**src/rtl/single_read_single_write_fifo.sv**
```systemverilog
// Synchronous FIFO: enqueue on write_enable, dequeue into a registered read_data.
// Sticky overflow/underflow flags record rejected writes and reads.
module single_read_single_write_fifo #(
   parameter int width      = 16,
   parameter int depth      = 8,
   parameter int addr_width = 3
) (
   input  logic                  clk,
   input  logic                  reset,
   input  logic [width-1:0]      write_data,
   input  logic                  write_enable,
   input  logic                  read_enable,
   output logic [width-1:0]      read_data,
   output logic                  full,
   output logic                  empty,
   output logic [addr_width:0]   count,
   output logic                  overflow,
   output logic                  underflow
);

   localparam logic [addr_width:0]   count_depth = (addr_width+1)'(depth);
   localparam logic [addr_width:0]   count_one   = (addr_width+1)'(1);
   localparam logic [addr_width-1:0] ptr_one     = addr_width'(1);

   logic [width-1:0]      mem [depth];
   logic [addr_width-1:0] wptr;
   logic [addr_width-1:0] rptr;
   logic [addr_width:0]   count_next;
   logic                  wr_accept;
   logic                  rd_accept;

   // full/empty are the registered pre-edge values, so a simultaneous
   // write into an empty FIFO can never fall through to read_data.
   assign wr_accept = write_enable & ~full;
   assign rd_accept = read_enable & ~empty;

   always_comb begin
      count_next = count;
      case ({wr_accept, rd_accept})
         2'b10:   count_next = count + count_one;
         2'b01:   count_next = count - count_one;
         default: count_next = count;
      endcase
   end

   // NOTE: storage has no reset so it maps onto RAM; stale words are unreachable
   // because both pointers restart at zero.
   always_ff @(posedge clk) begin
      if (!reset && wr_accept) begin
         mem[wptr] <= write_data;
      end
   end

   // NOTE: all state registers use non-blocking assignments so every update
   // below sees pre-edge values of full, empty and count.
   always_ff @(posedge clk) begin
      if (reset) begin
         wptr      <= '0;
         rptr      <= '0;
         count     <= '0;
         full      <= 1'b0;
         empty     <= 1'b1;
         read_data <= '0;
         overflow  <= 1'b0;
         underflow <= 1'b0;
      end else begin
         if (wr_accept) begin
            wptr <= wptr + ptr_one;
         end
         if (rd_accept) begin
            read_data <= mem[rptr];
            rptr      <= rptr + ptr_one;
         end
         if (write_enable && full) begin
            overflow <= 1'b1;
         end
         if (read_enable && empty) begin
            underflow <= 1'b1;
         end
         count <= count_next;
         full  <= (count_next == count_depth);
         empty <= (count_next == '0);
      end
   end

endmodule

```
**config.mk**
```make
export PLATFORM = sky130hd
export DESIGN_NAME = single_read_single_write_fifo
export DESIGN_NICKNAME = d
export VERILOG_FILES = /design/src/rtl/single_read_single_write_fifo.sv
export SDC_FILE = /design/constraint.sdc
export NUM_CORES = 1
export LEC_CHECK = 0
export ABC_AREA = 1
export BUFFER_PORTS_ARGS = -buffer_cell sky130_fd_sc_hd__buf_2
export CORE_ASPECT_RATIO = 1.2
export CORE_MARGIN = 2
export CORE_UTILIZATION = 55
export CTS_BUF_LIST = sky130_fd_sc_hd__clkbuf_4 sky130_fd_sc_hd__clkbuf_8 sky130_fd_sc_hd__clkbuf_16
export DETAILED_ROUTE_END_ITERATION = 6
export HOLD_SLACK_MARGIN = 0.1
export PLACE_DENSITY = 0.74
export RECOVER_POWER = 50
export SETUP_SLACK_MARGIN = 0.4
export SYNTH_ARGS = -nofsm -noshare
export SYNTH_HDL_FRONTEND = slang
export SYNTH_SLANG_ARGS = --single-unit
```
**constraint.sdc**
```tcl
create_clock -name clk -period 3.27 [get_ports clk]
set_input_delay 0.654 -clock clk [delete_from_list [all_inputs] [get_ports clk]]
set_output_delay 0.654 -clock clk [all_outputs]
set_load 0.005 [all_outputs]
```
======== After elaboration in Yosys (flattened, before gate mapping) ========
Memory sizes are Yosys's and may differ from the RTL's. A register that Yosys moved wholly into a read port is not among the register bits.
Cells that the tools add are included.
word-level totals
  register bits after elaboration ......... 14
  bits of input ports ..................... 20
  logic and storage cells ................. 27
  output and inout port bits .............. 24
  bits in writable memories ............... 128
  memories ................................ 1
memory list
  name  words  width  read ports  clocked after memory_dff  write ports  RTL line  text
  mem   8      16     1           1                         1            25        logic [width-1:0] mem [depth];
operators by class
  mux-type cells .......................... 3
  bitwise logic cells ..................... 4
  reduce and logical (&&, ||, !) cells .... 5
  eq/ne operators ......................... 3
  add/sub/neg operators ................... 4
operator list
  operator                                                                number
  4-bit one-hot mux with 2 select lines                                   1
  3-bit by 1-bit adder with 3-bit output (second input constant)          2
  4-bit by 1-bit adder with 4-bit output (second input constant)          1
  4-bit equality test (second input constant)                             1
  4-bit zero test                                                         1
  4-bit by 1-bit subtractor with 4-bit output (second input constant)     1
  1-bit logical AND                                                       3
  1-bit AND                                                               2
  2-bit by 1-bit equality test with 1-bit output (second input constant)  1
  2-bit equality test (second input constant)                             1
  1-bit 2-to-1 mux                                                        2
  1-bit NOT                                                               2
  1-bit zero test                                                         1

======== Logic depth before layout (Yosys ltp) ========
  depth after elaboration ................. 5
  depth in mapped cells ................... 15
  gate-level depth less buffers ........... 15

======== Least setup slack after synthesis ========
No wires, ideal clock.
  path kind ............................... input -> register
  start ................................... input port write_enable
  end ..................................... memory mem[0][0] (enable)
  buffers on the path ..................... 1
  library setup time ...................... 0.409 ns
  stages .................................. 5
  arrival time ............................ 2.185 ns
  slack ................................... 0.675 ns
  required time ........................... 2.861 ns
  path through ............................ nand2_1 > buf_4 > nor2_1 > inv_1 > nor3_1
between the ends
  longest elaborated chain between the ends .. 4
RTL lines
  what                                    RTL line  text
  start, declared                         11        input logic write_enable,
  1-bit AND                               34        assign wr_accept = write_enable & ~full;
  1-bit logical AND                       49        if (!reset && wr_accept) begin
  1-bit 2-to-1 mux                        49
  1-bit 2-to-1 mux (not written as such)  50        mem[wptr] <= write_data;
  end, declared                           25
Every way passes these cells.

======== Worst setup path in the final report ========
  start ................................... register empty
  end ..................................... register empty
between the ends
  longest elaborated chain between the ends .. 5
  elaborated cells on any way between the ends .. 6
  those cells by class .................... eq/ne: 2; mux: 1; bitwise: 2; reduce/logical: 1
RTL lines
  what                                                                                          RTL line  text
  start, declared                                                                               15        output logic empty,
  start signal, assigned                                                                        82        empty <= (count_next == '0);
  1-bit NOT (*)                                                                                 35        assign rd_accept = read_enable & ~empty;
  1-bit AND (*)                                                                                 35
  2-bit by 1-bit equality test with 1-bit output / 2-bit equality test (equally long branches)  39        case ({wr_accept, rd_accept})
  4-bit one-hot mux with 2 select lines (*)                                                     39
  4-bit zero test (*)                                                                           82
Mark *: on every way between the ends. The rest lies on a longest branch, timed or not.
A chain may end at the register's enable or synchronous reset.

==> impl_metrics.toml <==
[sta]
final_hold_viol_count = 0
setup_viol = 0
timing.fmax_mhz = 479
fin_skew_ns = 0.00764
finalSetupTns_ns = 0
grt_setup_unrepaired = "false"
slew_headroom_pct = 43.8
tightest_slew_ns = 0.843
final_max_slew_viol_count = 0
period_minus_slack_ns = 2.09
finalCritPeriodShare_pct = 63.8

[critical_path]
critPathCaptureType = "flip-flop"
worstSetupPathType = "flip-flop to flip-flop"
ff2ff_path_depth = 12
reg2reg_slack_ns = 1.18
worstPathArrival_ns = 2.44
start_kind = "flip-flop"
cp_max_fo = 25
r2r-end = "empty"
r2r-start = "empty"
crit_required_ns = 3.62
cp-startpoint = "empty"

[synth]
ys_seq_area_share_pct = 71.4
synth_edf_count = 128
ys_warn_count = 0
ys_ff_latch = 158
synth_xor_area_share_pct = 0.282
yosys.area_share.simple_pct = 9.71
synthAdderAreaFrac_pct = 0.804
syn_area_per_cell_um2 = 12.2
synth.net_count = 536
synthCells = 512
synth-async-reset-ratio_pct = 0
syn_area_mm2 = 0.00622
synth_compound_area_share_pct = 13.2
synth_top_family_by_area = "compound AO/OA/AOI/OAI gates"
muxShareOfSynthArea_pct = 0
synth_ff_type = "edfxtp_1"
synth.distinct_cells = 27

[clock_tree]
clk_pin_slew_worst_paths_ns = 0.06
clk_latency_ns = 0.42
ctsResizeCount = 0
cts_hold_buf = 0
cts_buffers = 17
cts_root_buf = "clkbuf_16"
cts_buffer_depth = 2
cts.sinks = 158
htreeDepth = 4
postCtsSetupBuffers = 0
cts_tree = "done"

[place]
hpwl_um = 7020
postPlaceCellArea_mm2 = 0.00653
io_buffers = 43
place_congestion = 0.788

[floorplan]
floorplan.initialDensity_pct = 56.4
die_w_um = 101
core_mm2 = 0.0110
pin_count = 44
std_cell_rows = 42
die_h_um = 121
fp.dieArea_mm2 = 0.0122

[routing]
post_drt_wl_per_cell_um = 17.6
antenna_left = 0
vias_per_cell = 5.79
routed_wl_um = 12400
drtPass1Iterations = 5
drc = 0
drtIter0Drc = 337
via_count = 4063

[global_route]
grt_usage_pct = 21.4
antenna_found_initial = 0
grt-ovfl-total = 0
grt_max_degree = 67
grt_first_pass_wirelength_um = 19300
grt_pass1_vias = 3803

[finish]
fillers = 797
syn_to_final_growth_pct = 14.1
nNetsFinal = 581
diodes = 0
stdcell_area_mm2 = 0.00710
drive_above_1_share_pct = 12.6

[pwr]
p_leak_nw = 2.46
irDropWorstVdd_mv = 0.387
power_mw = 5.37
powerDensity_mw_per_mm2 = 756

[min_path]
hold_depth = 2
min-delay-start = "underflow"
hold_end = "underflow"
hp-class = "flip-flop to flip-flop"

[outcome]
outcome = "completed"

[job]
drv_cap = 0
stage by stage:
step                setup WS, ns  util, %  std cells  hold WS [ns]
floorplan                  0.675        -        512         0.460
global placement           0.901     59.2        670         0.444
detailed placement         0.789     59.2        670         0.459
CTS                         1.20     64.6        702         0.470
global route               0.980     64.3        702         0.482
finish                      1.18     64.3        702         0.469
synth_stat cells, types with 5 or more instances:
cell type  count  area share [%]
a21oi_1       24             1.9
buf_2          9            0.72
buf_4          5            0.60
clkbuf_1      12            0.72
dfxtp_1       30             9.7
edfxtp_1     128              62
inv_1         19             1.1
nand2_1       25             1.5
nand3_1        7            0.56
nor2_1       112             6.8
nor3_1         5            0.40
o211ai_1      16             1.9
o21ai_0       72             5.8
o21ai_1       14             1.1
o32ai_1       16             2.3
registers in the layout, indices dropped and copies added (netlist names):
signal and flops:
overflow 1, read_data 16, empty 1, underflow 1, count 4, rptr 3, mem 128, wptr 3
full 1
logic make-up (layout without fill, tap and decap cells):
kind of cell | count (synthesis) | count (layout)
AOI/OAI and AO/OA | 143 | 143
buffers and inverters | 52 | 110
adders and majority gates | 4 | 4
xor gates and xnor gates | 2 | 2
and+or+nand+nor | 153 | 153
DFF | 158 | 158
metal layers:
layer	wire (um)	up-vias	global-route usage, %	part of all wire (%)
li1	-	1934	-	-
met1	5360	1943	28.6	43
met2	6000	160	33.0	49
met3	734	26	5.32	5.9
met4	267	0	9.88	2.2
met5	0	-	0	0
worst max-delay path, stage by stage (launching register included):
cell,delay [ns]
dfxtp_1,0.33
nor2_2,0.13
buf_4,0.25
nand3_1,0.16
nand2_1,0.13
inv_1,0.06
ha_1,0.26
o21ai_0,0.24
nand2_1,0.08
nand3b_1,0.17
nand2_1,0.07
inv_1,0.06
a21oi_2,0.08
cell type report:
cell class	instances	area [um2]	share of cell area, %
timing repair buffer	58	294	4.14
multi-input combinational	302	1510	21.3
sequential	158	4450	62.6
tap	132	165	2.33
clock inverter	14	169	2.38
inverter	20	80.1	1.13
clock buffer	18	433	6.10
cells in the final DEF, fill, tap and decap left out, types with 4 or more instances in the layout:
master and count:
dfxtp_1 28, buf_2 16, o21ai_1 14, a21oi_1 24
ha_1 4, nand2_1 25, buf_4 15, clkinvlp_4 6
clkbuf_1 27, nor3_2 4, inv_1 19, o32ai_1 16
clkbuf_16 17, nand3_1 7, o21ai_0 72, o211ai_1 16
nor2_1 112, edfxtp_1 128
how the worst max path moves through the flow:
stage                           end  cells after the start
after floorplan           mem[0][0]                      5
after global placement        empty                     14
after detailed placement      empty                     14
after CTS                     empty                     12
after global routing          empty                     12
final                         empty                     12
report_power, final:
part / switching, mW / internal (mW)
Sequential: 0.126 / 2.32
Combinational: 0.611 / 0.342
Clock: 0.758 / 1.21
Power figures use the tool's default switching activity.
